<file path="config.mk">
export PLATFORM = sky130hd
export DESIGN_NAME = au16_arbiter_flat
export DESIGN_NICKNAME = d
export VERILOG_FILES = /design/src/rtl/au16_arbiter_if.sv /design/src/rtl/au16_arbiter.sv /design/src/flat_wrapper.sv
export SDC_FILE = /design/constraint.sdc
export NUM_CORES = 1
export LEC_CHECK = 0
export ABC_AREA = 1
export CORE_ASPECT_RATIO = 0.6
export CORE_MARGIN = 10
export CORE_UTILIZATION = 38
export CTS_CLUSTER_SIZE = 20
export DETAILED_ROUTE_END_ITERATION = 6
export MAX_ROUTING_LAYER = met4
export PLACE_DENSITY = 0.81
export SLEW_MARGIN = 20
export SYNTH_ARGS = -nofsm -noshare
export SYNTH_HDL_FRONTEND = slang
export SYNTH_SLANG_ARGS = --single-unit
</file>
<file path="constraint.sdc">
create_clock -name clk -period 1.4 [get_ports clk]
set_clock_uncertainty 0.05 [all_clocks]
set_input_delay 0.28 -clock clk [delete_from_list [all_inputs] [get_ports clk]]
set_output_delay 0.28 -clock clk [all_outputs]
set_load 0.05 [all_outputs]
</file>
<file path="src/rtl/au16_arbiter_if.sv">
// Bundle of the two requester channels, the shared AU drive/return and the response channel.
// The arbiter connects through the slave modport; its environment uses master.
interface au16_arbiter_if #(
    parameter int WIDTH = 16
);
    logic             req0_valid;
    logic             req0_ready;
    logic             req0_op;
    logic [WIDTH-1:0] req0_a;
    logic [WIDTH-1:0] req0_b;

    logic             req1_valid;
    logic             req1_ready;
    logic             req1_op;
    logic [WIDTH-1:0] req1_a;
    logic [WIDTH-1:0] req1_b;

    logic             au_op_sel;
    logic [WIDTH-1:0] au_a;
    logic [WIDTH-1:0] au_b;
    logic [WIDTH-1:0] au_res;
    logic             au_v;
    logic             au_c;
    logic             au_n;
    logic             au_z;

    logic             rsp_valid;
    logic             rsp_ready;
    logic             rsp_id;
    logic [WIDTH-1:0] rsp_res;
    logic [3:0]       rsp_flags;

    modport slave (
        input  req0_valid, req0_op, req0_a, req0_b,
        input  req1_valid, req1_op, req1_a, req1_b,
        input  au_res, au_v, au_c, au_n, au_z,
        input  rsp_ready,
        output req0_ready, req1_ready,
        output au_op_sel, au_a, au_b,
        output rsp_valid, rsp_id, rsp_res, rsp_flags
    );

    modport master (
        output req0_valid, req0_op, req0_a, req0_b,
        output req1_valid, req1_op, req1_a, req1_b,
        output au_res, au_v, au_c, au_n, au_z,
        output rsp_ready,
        input  req0_ready, req1_ready,
        input  au_op_sel, au_a, au_b,
        input  rsp_valid, rsp_id, rsp_res, rsp_flags
    );
endinterface

</file>
<file path="src/rtl/au16_arbiter.sv">
// Round-robin arbiter sharing one combinational add/subtract unit between two requesters,
// one operation in flight: accept (IDLE), capture AU result (EXEC), hold response (RESP).
module au16_arbiter #(
    parameter int WIDTH = 16
) (
    input  logic               clk,
    input  logic               rst,
    au16_arbiter_if.slave      bus
);

    localparam logic [1:0] ST_IDLE = 2'd0;
    localparam logic [1:0] ST_EXEC = 2'd1;
    localparam logic [1:0] ST_RESP = 2'd2;

    logic [1:0]       state_q,      state_d;
    logic             last_grant_q, last_grant_d;
    logic             au_op_sel_q,  au_op_sel_d;
    logic [WIDTH-1:0] au_a_q,       au_a_d;
    logic [WIDTH-1:0] au_b_q,       au_b_d;
    logic             rsp_valid_q,  rsp_valid_d;
    logic             rsp_id_q,     rsp_id_d;
    logic [WIDTH-1:0] rsp_res_q,    rsp_res_d;
    logic [3:0]       rsp_flags_q,  rsp_flags_d;

    logic             any_valid;
    logic             grant;
    logic             req0_ready;
    logic             req1_ready;

    // On a tie the requester that did not win last time goes first.
    assign any_valid = bus.req0_valid | bus.req1_valid;
    assign grant     = (bus.req0_valid & bus.req1_valid) ? ~last_grant_q : bus.req1_valid;

    always_comb begin
        // NOTE: every signal gets a default before the case so no path leaves it unassigned (no latch).
        state_d      = state_q;
        last_grant_d = last_grant_q;
        au_op_sel_d  = au_op_sel_q;
        au_a_d       = au_a_q;
        au_b_d       = au_b_q;
        rsp_valid_d  = rsp_valid_q;
        rsp_id_d     = rsp_id_q;
        rsp_res_d    = rsp_res_q;
        rsp_flags_d  = rsp_flags_q;
        req0_ready   = 1'b0;
        req1_ready   = 1'b0;

        case (state_q)
            ST_IDLE: begin
                if (any_valid) begin
                    req0_ready   = ~grant;
                    req1_ready   = grant;
                    au_op_sel_d  = grant ? bus.req1_op : bus.req0_op;
                    au_a_d       = grant ? bus.req1_a  : bus.req0_a;
                    au_b_d       = grant ? bus.req1_b  : bus.req0_b;
                    rsp_id_d     = grant;
                    last_grant_d = grant;
                    state_d      = ST_EXEC;
                end
            end
            ST_EXEC: begin
                rsp_res_d   = bus.au_res;
                rsp_flags_d = {bus.au_v, bus.au_c, bus.au_n, bus.au_z};
                rsp_valid_d = 1'b1;
                state_d     = ST_RESP;
            end
            ST_RESP: begin
                if (bus.rsp_ready) begin
                    rsp_valid_d = 1'b0;
                    state_d     = ST_IDLE;
                end
            end
            default: begin
                state_d = ST_IDLE;
            end
        endcase
    end

    always_ff @(posedge clk) begin
        // NOTE: non-blocking assignments so every flop samples the pre-edge value of the others.
        if (rst) begin
            state_q      <= ST_IDLE;
            last_grant_q <= 1'b1;
            au_op_sel_q  <= 1'b0;
            au_a_q       <= '0;
            au_b_q       <= '0;
            rsp_valid_q  <= 1'b0;
            rsp_id_q     <= 1'b0;
            rsp_res_q    <= '0;
            rsp_flags_q  <= 4'b0000;
        end else begin
            state_q      <= state_d;
            last_grant_q <= last_grant_d;
            au_op_sel_q  <= au_op_sel_d;
            au_a_q       <= au_a_d;
            au_b_q       <= au_b_d;
            rsp_valid_q  <= rsp_valid_d;
            rsp_id_q     <= rsp_id_d;
            rsp_res_q    <= rsp_res_d;
            rsp_flags_q  <= rsp_flags_d;
        end
    end

    assign bus.req0_ready = req0_ready;
    assign bus.req1_ready = req1_ready;
    assign bus.au_op_sel  = au_op_sel_q;
    assign bus.au_a       = au_a_q;
    assign bus.au_b       = au_b_q;
    assign bus.rsp_valid  = rsp_valid_q;
    assign bus.rsp_id     = rsp_id_q;
    assign bus.rsp_res    = rsp_res_q;
    assign bus.rsp_flags  = rsp_flags_q;

endmodule

</file>
<file path="src/flat_wrapper.sv">
// flat-port wrapper written by rule: the top's interface ports become plain ports
module au16_arbiter_flat 
#(
    parameter int WIDTH = 16
)
  (clk, rst, bus_req0_valid, bus_req0_op, bus_req0_a, bus_req0_b, bus_req1_valid, bus_req1_op, bus_req1_a, bus_req1_b, bus_au_res, bus_au_v, bus_au_c, bus_au_n, bus_au_z, bus_rsp_ready, bus_req0_ready, bus_req1_ready, bus_au_op_sel, bus_au_a, bus_au_b, bus_rsp_valid, bus_rsp_id, bus_rsp_res, bus_rsp_flags);
  au16_arbiter_if #(.WIDTH(WIDTH)) bus_i ();
  input  logic clk;
  input  logic rst;
  input wire logic [$bits(bus_i.req0_valid)-1:0] bus_req0_valid;
  input wire logic [$bits(bus_i.req0_op)-1:0] bus_req0_op;
  input wire logic [$bits(bus_i.req0_a)-1:0] bus_req0_a;
  input wire logic [$bits(bus_i.req0_b)-1:0] bus_req0_b;
  input wire logic [$bits(bus_i.req1_valid)-1:0] bus_req1_valid;
  input wire logic [$bits(bus_i.req1_op)-1:0] bus_req1_op;
  input wire logic [$bits(bus_i.req1_a)-1:0] bus_req1_a;
  input wire logic [$bits(bus_i.req1_b)-1:0] bus_req1_b;
  input wire logic [$bits(bus_i.au_res)-1:0] bus_au_res;
  input wire logic [$bits(bus_i.au_v)-1:0] bus_au_v;
  input wire logic [$bits(bus_i.au_c)-1:0] bus_au_c;
  input wire logic [$bits(bus_i.au_n)-1:0] bus_au_n;
  input wire logic [$bits(bus_i.au_z)-1:0] bus_au_z;
  input wire logic [$bits(bus_i.rsp_ready)-1:0] bus_rsp_ready;
  output wire logic [$bits(bus_i.req0_ready)-1:0] bus_req0_ready;
  output wire logic [$bits(bus_i.req1_ready)-1:0] bus_req1_ready;
  output wire logic [$bits(bus_i.au_op_sel)-1:0] bus_au_op_sel;
  output wire logic [$bits(bus_i.au_a)-1:0] bus_au_a;
  output wire logic [$bits(bus_i.au_b)-1:0] bus_au_b;
  output wire logic [$bits(bus_i.rsp_valid)-1:0] bus_rsp_valid;
  output wire logic [$bits(bus_i.rsp_id)-1:0] bus_rsp_id;
  output wire logic [$bits(bus_i.rsp_res)-1:0] bus_rsp_res;
  output wire logic [$bits(bus_i.rsp_flags)-1:0] bus_rsp_flags;
  assign bus_i.req0_valid = bus_req0_valid;
  assign bus_i.req0_op = bus_req0_op;
  assign bus_i.req0_a = bus_req0_a;
  assign bus_i.req0_b = bus_req0_b;
  assign bus_i.req1_valid = bus_req1_valid;
  assign bus_i.req1_op = bus_req1_op;
  assign bus_i.req1_a = bus_req1_a;
  assign bus_i.req1_b = bus_req1_b;
  assign bus_i.au_res = bus_au_res;
  assign bus_i.au_v = bus_au_v;
  assign bus_i.au_c = bus_au_c;
  assign bus_i.au_n = bus_au_n;
  assign bus_i.au_z = bus_au_z;
  assign bus_i.rsp_ready = bus_rsp_ready;
  assign bus_req0_ready = bus_i.req0_ready;
  assign bus_req1_ready = bus_i.req1_ready;
  assign bus_au_op_sel = bus_i.au_op_sel;
  assign bus_au_a = bus_i.au_a;
  assign bus_au_b = bus_i.au_b;
  assign bus_rsp_valid = bus_i.rsp_valid;
  assign bus_rsp_id = bus_i.rsp_id;
  assign bus_rsp_res = bus_i.rsp_res;
  assign bus_rsp_flags = bus_i.rsp_flags;
  au16_arbiter #(.WIDTH(WIDTH)) u_core (.clk(clk), .rst(rst), .bus(bus_i));
endmodule
</file>
==> metrics <==
Worst-Skew Late Latency 0.32 ns; sequential power share 31.5%; Routed Antenna Nets 0; peak fanout along the critical path 5; DRC viols 0; Synth Area in XOR/XNOR 0%; hold path start u_core.bus.au_b[3]$_SDFFE_PP0P_; CP Data Required Time 1.55 ns; Setup-failing EPs final 24; RSZ-0062 raised after global routing yes; Post-Synth Adder-Cell Area 0%; I/O Pins 148; count of input and output buffers 147; Gate power share 37.4%; clk root buf clkbuf_16; diodes inserted 0; Int Power 4200 uW; worst-margin pin slew 0.349 ns; worst r2r src u_core.state_q[0]$_SDFFE_PP0P_; Mean Syn Cell Area 7.04 um2; Die Area 10600 um2; H-Tree Depth 3; Fin. Hold Viols 0; largest net degree at the start of global routing 34; Routability Congestion 0.894; sw frac 33.8%; Setup WS post-layout -0.178 ns; area grow syn2layout 106%; DRT Pass-1 Iters 5; clock-pin slew on the worst setup and hold paths 0.05 ns; delay-heaviest family, CP buffers and inverters; #FFs+latches synth 58; drt initial violations 196; R2R setup slack -0.18 ns; CP peak stage delay 0.34 ns; die span in y 83.9 um; Synth Area in Simple Gates 34.9%; critical path arrival 1.73 ns; multiplexer share of the synthesized area 0%; power share of the clock group 31.1%; Net Count, Synth 458; compound-gate portion of the synthesized area 11.1%; vias in the first global route 3208; initial antenna violation count 0; gr usage total 19.3%; vias per cell 5.07; Total Power 6350 uW; CP Capture Type flip-flop; CTS Buf Count 9; warnings from Yosys 0; DRT Wirelength 11800 um; grt ovf 0; capture point of the critical path u_core.bus.rsp_res[4]$_SDFFE_PP0P_; Psw 2150 uW; layout cells sized above 1 25.8%; Cell Chain, Critical Path inv_2 > buf_4 > buf_6 > nor2_4 > buf_4 > clkinvlp_4 > nor2_1 > nor2_1; status finished, violations left; vias 3171; synthesized area 2580 um2; Max transition margin 76.7%; total negative setup slack -2.65 ns; Floorplan Core Area 6650 um2; Longest Clk Path Bufs 2; CTS tree built; drt wl/cell 18.8 um; Reg2Reg Depth 8; Hold Crit Class flip-flop to flip-flop; critical path launch point u_core.state_q[0]$_SDFFE_PP0P_; final worst path period need 1.58 ns; CTS Sinks 58; worst r2r dst u_core.bus.rsp_res[4]$_SDFFE_PP0P_; Leakage Power 0.00227 uW; VDD IR-drop max 0.719 mV; fill count 395; largest family of logic cells by synthesized area simple AND/OR/NAND/NOR gates; failing checks setup timing; register area share after synthesis 45.0%; CP Buf/Inv Count 5; max cap viols 0; die span in x 126 um; Pwr per Cell Area 1190 nW/um2; hold slack final 0.453 ns; Critical Path Stages 8; Netlist cell types 18; Critical Path Source Type flip-flop; fin. max-slew vios 0; crit share post-route 113%; hold_buf cts 0; DP HPWL 7750 um; first-pass GRT wire length 16200 um; Synth Instances 367; starting density of the core 38.8%; row count 23; maximum clock rate 0.634 GHz; slowest CP cell dfxtp_2; nets@finish 624; CP Class flip-flop to flip-flop
[state kept, by name (all words and copies together) (netlist names)]
register              cells
u_core.state_q            2
u_core.bus.rsp_id         1
u_core.bus.rsp_flags      4
u_core.bus.rsp_res       16
u_core.bus.rsp_valid      1
u_core.bus.au_b          16
u_core.bus.au_op_sel      1
u_core.last_grant_q       1
u_core.bus.au_a          16
[placed cells by master (no fill, tap or decap), drive strengths merged]
cell type      Yosys  routed
dlygate4sd2        0       2
a31oi              1       1
clkdlybuf4s50      0      88
a21oi             35      35
nand2            124     124
inv               14      12
clkbuf             8      16
dfxtp             58      58
o21ai             21      21
clkinvlp           0       4
nand3             34      34
buf               18      86
clkinv             0       3
nand3b             8       8
nor2              46      46
[cell type report]
class | instances | area, um2 | area share [%]
repair buffers | 179 | 2380 | 44.8
multi-input cells | 269 | 1310 | 24.7
flip-flops and latches | 58 | 1160 | 21.9
clock buffers | 13 | 250 | 4.70
well taps | 87 | 109 | 2.05
inverters | 14 | 67.6 | 1.27
clock inverters | 3 | 15.0 | 0.282
repair inverters | 2 | 15.0 | 0.282
[cells in the mapped netlist (all sizes together)]
cell / n / area share (%)
dfxtp: 58 / 45
nand3b: 8 / 2.3
o21ai: 21 / 4.1
buf: 18 / 5.6
nor2: 46 / 7.6
nand2: 124 / 18
a31oi: 1 / 0.24
clkbuf: 8 / 1.2
nand3: 34 / 6.6
inv: 14 / 2.2
a21oi: 35 / 6.8
[power by group through the flow]
stage	clock [uW]	sequential (uW)	combinational, uW
6_report	1980	2000	2370
5_1_grt	2090	2020	2490
4_1_cts	1980	1990	2180
3_5_place_dp	0	2020	2140
3_3_place_gp	0	2010	2100
2_1_floorplan	0	2460	558
[how the worst min path moves through the flow]
stage | cells after the start | slack (ns) | endpoint
floorplan | 1 | 0.34 | u_core.bus.rsp_valid$_SDFFE_PP0P_
global placement | 1 | 0.42 | u_core.bus.rsp_valid$_SDFFE_PP0P_
detailed placement | 2 | 0.43 | u_core.last_grant_q$_SDFFE_PP1P_
CTS | 2 | 0.42 | u_core.last_grant_q$_SDFFE_PP1P_
global route | 2 | 0.47 | u_core.bus.au_b[1]$_SDFFE_PP0P_
finish | 2 | 0.45 | u_core.bus.au_b[3]$_SDFFE_PP0P_
[timing repair]
action,CTS,global route
gates cloned,0,5
endpoints found under the setup margin,27,35
setup buffers,6,7
gates resized for setup,7,44
pin swaps,4,7
[stage by stage]
stage,area [um2],std cells,utilization [%],worst slack (ns)
2_1_floorplan,2600,367,-,-0.0230
3_3_place_gp,4710,591,70.8,-0.364
3_5_place_dp,4710,591,70.8,-0.401
4_1_cts,5030,613,75.7,-0.0941
5_1_grt,5320,625,80.0,-0.241
6_report,5320,625,80.0,-0.178
[kinds of logic after synthesis]
kind of cell,after synthesis
compound gates,57
buf+inv,40
flops,58
simple gates,212
[layer usage]
metal / wire length (um) / global-route usage [%] / part of all wire, % / vias to the layer above
li1: - / - / - / 1504
met1: 4630 / 21.0 / 39 / 1481
met2: 5620 / 31.4 / 48 / 158
met3: 1220 / 8.06 / 10 / 28
met4: 291 / 6.39 / 2.5 / 0
met5: 0 / - / 0 / -
[worst min-delay path, delay by kind of cell (launching register included)]
family / cells / cell delay (ns)
AND/OR/NAND/NOR: 1 / 0.07
flip-flops: 1 / 0.33
AO/OA/AOI/OAI: 1 / 0.05
Note: power is estimated with default switching activity, not from simulation.
